### src/rtl/egress_drain_pkg.sv
// Shared definitions for the egress drain: FSM states and source identifiers.
package egress_drain_pkg;

    typedef enum logic [1:0] {
        StIdle  = 2'd0,
        StRun   = 2'd1,
        StFlush = 2'd2
    } state_e;

    localparam logic SRC_D0 = 1'b0;
    localparam logic SRC_D1 = 1'b1;

endpackage

### src/rtl/egress_skid.sv
// Two-entry in-order skid buffer. Entry 0 is the head and keeps its last value once drained.
module egress_skid #(
    parameter int unsigned WIDTH = 7
) (
    input  logic             clk,
    input  logic             reset,
    input  logic             push,
    input  logic [WIDTH-1:0] push_data,
    input  logic             pop,
    output logic             full,
    output logic [1:0]       count,
    output logic [WIDTH-1:0] head
);

    logic [WIDTH-1:0] e0_q, e1_q;
    logic [1:0]       count_q;

    always_ff @(posedge clk) begin
        if (reset) begin
            count_q <= 2'd0;
            e0_q    <= '0;
            e1_q    <= '0;
        end else begin
            case ({push, pop})
                2'b10: begin
                    if (count_q == 2'd0) e0_q <= push_data;
                    else                 e1_q <= push_data;
                    count_q <= count_q + 2'd1;
                end
                2'b01: begin
                    // With a single entry the head is left in place so data_out holds.
                    if (count_q == 2'd2) e0_q <= e1_q;
                    count_q <= count_q - 2'd1;
                end
                2'b11: begin
                    if (count_q == 2'd2) begin
                        e0_q <= e1_q;
                        e1_q <= push_data;
                    end else begin
                        e0_q <= push_data;
                    end
                end
                default: ;
            endcase
        end
    end

    assign full  = (count_q == 2'd2);
    assign count = count_q;
    assign head  = e0_q;

endmodule

### src/rtl/egress_drain.sv
// Drains two destination FIFOs under weighted round-robin into one tagged, stallable stream.
module egress_drain
    import egress_drain_pkg::*;
#(
    parameter int unsigned DATA_SIZE = 6,
    parameter int unsigned BURST     = 2,
    parameter int unsigned CNT_W     = 8
) (
    input  logic                 clk,
    input  logic                 reset,
    input  logic                 enable,
    input  logic                 empty_d0,
    input  logic                 empty_d1,
    input  logic [DATA_SIZE-1:0] data_d0,
    input  logic [DATA_SIZE-1:0] data_d1,
    input  logic                 stall,
    output logic                 pop_d0,
    output logic                 pop_d1,
    output logic [DATA_SIZE-1:0] data_out,
    output logic                 dest_out,
    output logic                 valid_out,
    output logic                 idle_out,
    output logic [CNT_W-1:0]     cnt_d0,
    output logic [CNT_W-1:0]     cnt_d1
);

    localparam logic [2:0] BurstMax = 3'(BURST);

    state_e             state_q;
    logic               idle_q;
    logic               fly_q, fly_src_q;
    logic               rr_q;
    logic [2:0]         burst_q;
    logic [CNT_W-1:0]   cnt_d0_q, cnt_d1_q;

    logic               skid_full;
    logic [1:0]         skid_count;
    logic [DATA_SIZE:0] skid_head;
    logic [2:0]         occ;
    logic               xfer, credit, want, pop_src, pop_any;

    assign valid_out = (skid_count != 2'd0);
    assign data_out  = skid_head[DATA_SIZE-1:0];
    assign dest_out  = skid_head[DATA_SIZE];
    assign xfer      = valid_out & ~stall;

    // Occupancy after this cycle's removal, so an unstalled stream pops every cycle.
    assign occ    = {1'b0, skid_count} + {2'b00, fly_q} - {2'b00, xfer};
    assign credit = ~(skid_full & ~xfer) & (occ < 3'd2);

    always_comb begin
        want    = 1'b0;
        pop_src = rr_q;
        if (!empty_d0 && !empty_d1) begin
            want    = 1'b1;
            pop_src = (burst_q >= BurstMax) ? ~rr_q : rr_q;
        end else if (!empty_d0) begin
            want    = 1'b1;
            pop_src = SRC_D0;
        end else if (!empty_d1) begin
            want    = 1'b1;
            pop_src = SRC_D1;
        end
    end

    assign pop_any = (state_q == StRun) & enable & ~reset & credit & want;
    assign pop_d0  = pop_any & (pop_src == SRC_D0);
    assign pop_d1  = pop_any & (pop_src == SRC_D1);

    always_ff @(posedge clk) begin
        if (reset) begin
            state_q   <= StIdle;
            idle_q    <= 1'b1;
            fly_q     <= 1'b0;
            fly_src_q <= SRC_D0;
            rr_q      <= SRC_D0;
            burst_q   <= '0;
            cnt_d0_q  <= '0;
            cnt_d1_q  <= '0;
        end else begin
            unique case (state_q)
                StIdle: begin
                    if (enable) begin
                        state_q <= StRun;
                        idle_q  <= 1'b0;
                    end
                end
                StRun: begin
                    if (!enable) state_q <= StFlush;
                end
                StFlush: begin
                    if (enable) begin
                        state_q <= StRun;
                    end else if (!fly_q && skid_count == 2'd0) begin
                        state_q <= StIdle;
                        idle_q  <= 1'b1;
                    end
                end
                default: begin
                    state_q <= StIdle;
                    idle_q  <= 1'b1;
                end
            endcase

            fly_q     <= pop_any;
            fly_src_q <= pop_src;

            if (pop_any) begin
                if (pop_src == rr_q) begin
                    if (burst_q < BurstMax) burst_q <= burst_q + 3'd1;
                end else begin
                    rr_q    <= pop_src;
                    burst_q <= 3'd1;
                end
            end

            if (xfer) begin
                if (dest_out == SRC_D0) cnt_d0_q <= cnt_d0_q + CNT_W'(1);
                else                    cnt_d1_q <= cnt_d1_q + CNT_W'(1);
            end
        end
    end

    assign idle_out = idle_q;
    assign cnt_d0   = cnt_d0_q;
    assign cnt_d1   = cnt_d1_q;

    egress_skid #(
        .WIDTH(DATA_SIZE + 1)
    ) u_skid (
        .clk      (clk),
        .reset    (reset),
        .push     (fly_q),
        .push_data({fly_src_q, fly_src_q ? data_d1 : data_d0}),
        .pop      (xfer),
        .full     (skid_full),
        .count    (skid_count),
        .head     (skid_head)
    );

endmodule

### config.mk
export PLATFORM = sky130hd
export DESIGN_NAME = egress_drain
export DESIGN_NICKNAME = d
export VERILOG_FILES = /design/src/rtl/egress_drain_pkg.sv /design/src/rtl/egress_skid.sv /design/src/rtl/egress_drain.sv
export SDC_FILE = /design/constraint.sdc
export NUM_CORES = 1
export LEC_CHECK = 0
export ABC_AREA = 1
export BUFFER_PORTS_ARGS = -buffer_cell sky130_fd_sc_hd__buf_2
export CAP_MARGIN = 25
export CORE_MARGIN = 2
export CORE_UTILIZATION = 52
export CTS_BUF_LIST = sky130_fd_sc_hd__clkbuf_8
export CTS_CLUSTER_DIAMETER = 30
export CTS_CLUSTER_SIZE = 30
export DETAILED_ROUTE_END_ITERATION = 7
export PLACE_DENSITY_LB_ADDON = 0.15
export SLEW_MARGIN = 20
export SYNTH_ARGS = -nofsm -noshare
export SYNTH_HDL_FRONTEND = slang
export SYNTH_SLANG_ARGS = --single-unit
### constraint.sdc
create_clock -name clk -period 2.83 [get_ports clk]
set_input_delay 0.283 -clock clk [delete_from_list [all_inputs] [get_ports clk]]
set_output_delay 0.283 -clock clk [all_outputs]
set_load 0.005 [all_outputs]
==> results_dict.tcl <==
set metrics [dict create \
    slew_violations 0 \
    cts_num_sinks 41 \
    ys_ff_latch 41 \
    layout-drive-gt1-share_pct 21.3 \
    max_stage_delay_ns 0.49 \
    wl_per_cell_um 10.8 \
    min_from "enable" \
    tightest_slew_ns 0.689 \
    port_buffers 44 \
    synth_cell_type_count 33 \
    cp_num_buf_inv 4 \
    cp.required_ns 2.55 \
    htree_levels 2 \
    clock_latency_ns 0.29 \
    grt_start_max_net_pins 25 \
    layout.nets 359 \
    initial_core_util_pct 52.9 \
    clkTransAtPathRegs_ns 0.08 \
    finalSetupViolCount 0 \
    cp_cell_sequence "inv_1 > nand2_1 > inv_1 > nand2_1 > o21ai_0 > nand2_1 > fa_1 > nand4_1 > nor3_4 > inv_2 > nor3_2 > buf_2" \
    reg2regPathDepth 13 \
    drt_iter0_drc 75 \
    hold_class "in -> reg" \
    cts-root-buf "clkbuf_8" \
    share_seq_of_total_power_pct 49.5 \
    status "finished clean" \
    grtUsageTotal_pct 20.3 \
    worstPathMaxFanout 5 \
    wl_met3_um 209 \
    critPathArrivalTime_ns 2.32 \
    yosysSeqAreaShare_pct 39.3 \
    period_share_pct 92.1 \
    route.met2.wl_um 1820 \
    wl_met1_um 2060 \
    grt_overflow 0 \
    rsz0062_at_grt "no" \
    crit_path_end_kind "primary output" \
    fmax_mhz 384 \
    p_comb_share_pct 14.7 \
    fp.dieH_um 67.4 \
    whs_endpoint "state_q[1]" \
    syn_inst 286 \
    crit_slowest_cell "fa_1" \
    synthesis.area_um2 2090 \
    antenna_found_initial 0 \
    holdWs_ns 0.165 \
    first_global_vias 1637 \
    grt_pass1_wl_um 6930 \
    start_kind "flop" \
    numCtsBuffers 5 \
    ys.warnings.count 0 \
    route.vias.total 1922 \
    vdd_drop_max_uv 355 \
    via_per_inst 5.01 \
    postCtsSetupBuffers 0 \
    p_leak_nw 1.22 \
    fin_tns_setup_ns 0 \
    placementRows 23 \
    timing.max_cap.violations 0 \
    cts_hold_buf 0 \
    ctsResizeCount 0 \
    p_per_area_nw_per_um2 513 \
    die_w_um 67.4 \
    drt-total-wl_um 4150 \
    dp_hpwl_um 3010 \
    path_common_cell "nand2_1" \
    fin_skew_ns 0.0133 \
    drcViolationCount 0 \
    hold_viol_final 0 \
    regToRegEndpoint "burst_q[0]" \
    fillerInstances 378 \
    r2r_setup_slack_ns 0.64 \
    worstSetupPathType "reg -> out" \
    syn_avg_cell_area_um2 7.30 \
    area_delta_synth_final_pct 18.0 \
    top_layer_used "met4" \
    p_sw_mw 0.330 \
    drt-pass1-iter-count 5 \
    hold_depth 2 \
    cts_tree "yes" \
    seq_area_um2 822 \
    min_period_ns 2.61 \
    die-area_um2 4540 \
    clkPwrFrac_pct 35.9 \
    slew_headroom_pct 54.0 \
    core_um2 3940 \
    utilization_pct 62.5 \
    swShare_pct 26.1 \
    gp_congestion 0.792 \
    p_int_mw 0.934 \
    reg2reg_from "u_skid.count[0]" \
    synth_nets 311 \
    ant_nets 0 \
    clockBufferDepth 2 \
    multiInputGateArea_um2 1100 \
    critical-path-top-delay-family "simple AND/OR/NAND/NOR gates" \
    n_antenna_cell 0 \
    pin_count 45 \
]
==> cell families (layout without fill, tap and decap cells) <==
logic type / count (synthesis) / count (layout) / synth area share (%)
and+or+nand+nor: 129 / 129 / 28.4
adders and majority gates: 7 / 7 / 4.56
AOI/OAI and AO/OA: 55 / 55 / 14.2
xor gates and xnor gates: 5 / 5 / 2.10
buffers and inverters: 43 / 91 / 8.15
DFF: 41 / 41 / 39.3
muxes: 6 / 6 / 3.24
==> metrics by stage <==
stage	worst slack [ns]	std cells	instance area (um^2)	power, mW
3_3_place_gp	0.527	377	2360	0.821
5_1_grt	0.0109	384	2460	1.34
6_report	0.224	384	2460	1.26
2_1_floorplan	0.623	286	2090	0.766
3_5_place_dp	0.443	377	2360	0.823
4_1_cts	0.104	384	2460	1.28
==> flip-flops by register name (all words and copies together), names as in the netlist <==
register,count
idle_out,1
fly_q,1
burst_q,3
rr_q,1
state_q,2
u_skid.e1_q,7
fly_src_q,1
u_skid.count,2
cnt_d1,8
cnt_d0,8
u_skid.head,7
==> power groups by stage <==
stage	Clock (mW)	Sequential, mW	Combinational (mW)
global route	0.495	0.628	0.213
finish	0.453	0.625	0.185
floorplan	0	0.634	0.132
detailed placement	0	0.638	0.185
CTS	0.470	0.625	0.187
global placement	0	0.637	0.183
==> cells in the mapped netlist, drive strengths merged <==
master | number | share of area (%)
dfxtp | 41 | 39
fa | 1 | 0.96
nor3b | 2 | 0.72
a31oi | 1 | 0.30
nand3 | 16 | 3.8
o221ai | 1 | 0.72
mux2 | 6 | 3.2
nor2 | 46 | 9.9
nand4 | 1 | 0.30
o211ai | 2 | 0.72
inv | 37 | 6.7
nor3 | 6 | 2.8
o31ai | 1 | 0.36
xor2 | 5 | 2.1
ha | 6 | 3.6
a21oi | 31 | 7.4
clkinv | 1 | 0.18
o21ai | 18 | 4.3
buf | 3 | 0.96
nand2 | 58 | 11
clkbuf | 2 | 0.36
o21bai | 1 | 0.36
==> final cells by class <==
class                      instances  area share (%)
clock buffer                       5            2.79
clock inverter                     2            1.42
inverter                          38            5.79
multi-input combinational        202            44.5
sequential                        41            33.4
tap                               50            2.54
timing repair buffer              46            9.55
==> metal layers <==
layer  GRT usage (%)  vias up
met4            7.40        0
li1                -     1014
met1            26.4      859
met3            6.17        5
met5               0        -
met2            31.7       44
==> placed cells by master (no fill, tap or decap), types with 3 or more instances in the layout <==
cell type	instances
nand2_1	56
buf_2	44
nor2_1	42
dfxtp_1	40
inv_1	36
a21oi_1	31
o21ai_0	17
nand3_1	16
mux2_2	6
ha_1	6
xor2_1	5
clkbuf_8	5
nor3_1	3
==> worst max path at each step <==
stage	startpoint	endpoint	slack [ns]	cells after the start
floorplan	u_skid.count[1]	pop_d0	0.62	10
global route	u_skid.count[0]	pop_d0	0.01	12
finish	u_skid.count[0]	pop_d0	0.22	12
detailed placement	u_skid.count[1]	pop_d0	0.44	11
global placement	u_skid.count[1]	pop_d0	0.53	11
CTS	u_skid.count[1]	pop_d0	0.10	11
Note: power is estimated with default switching activity, not from simulation.
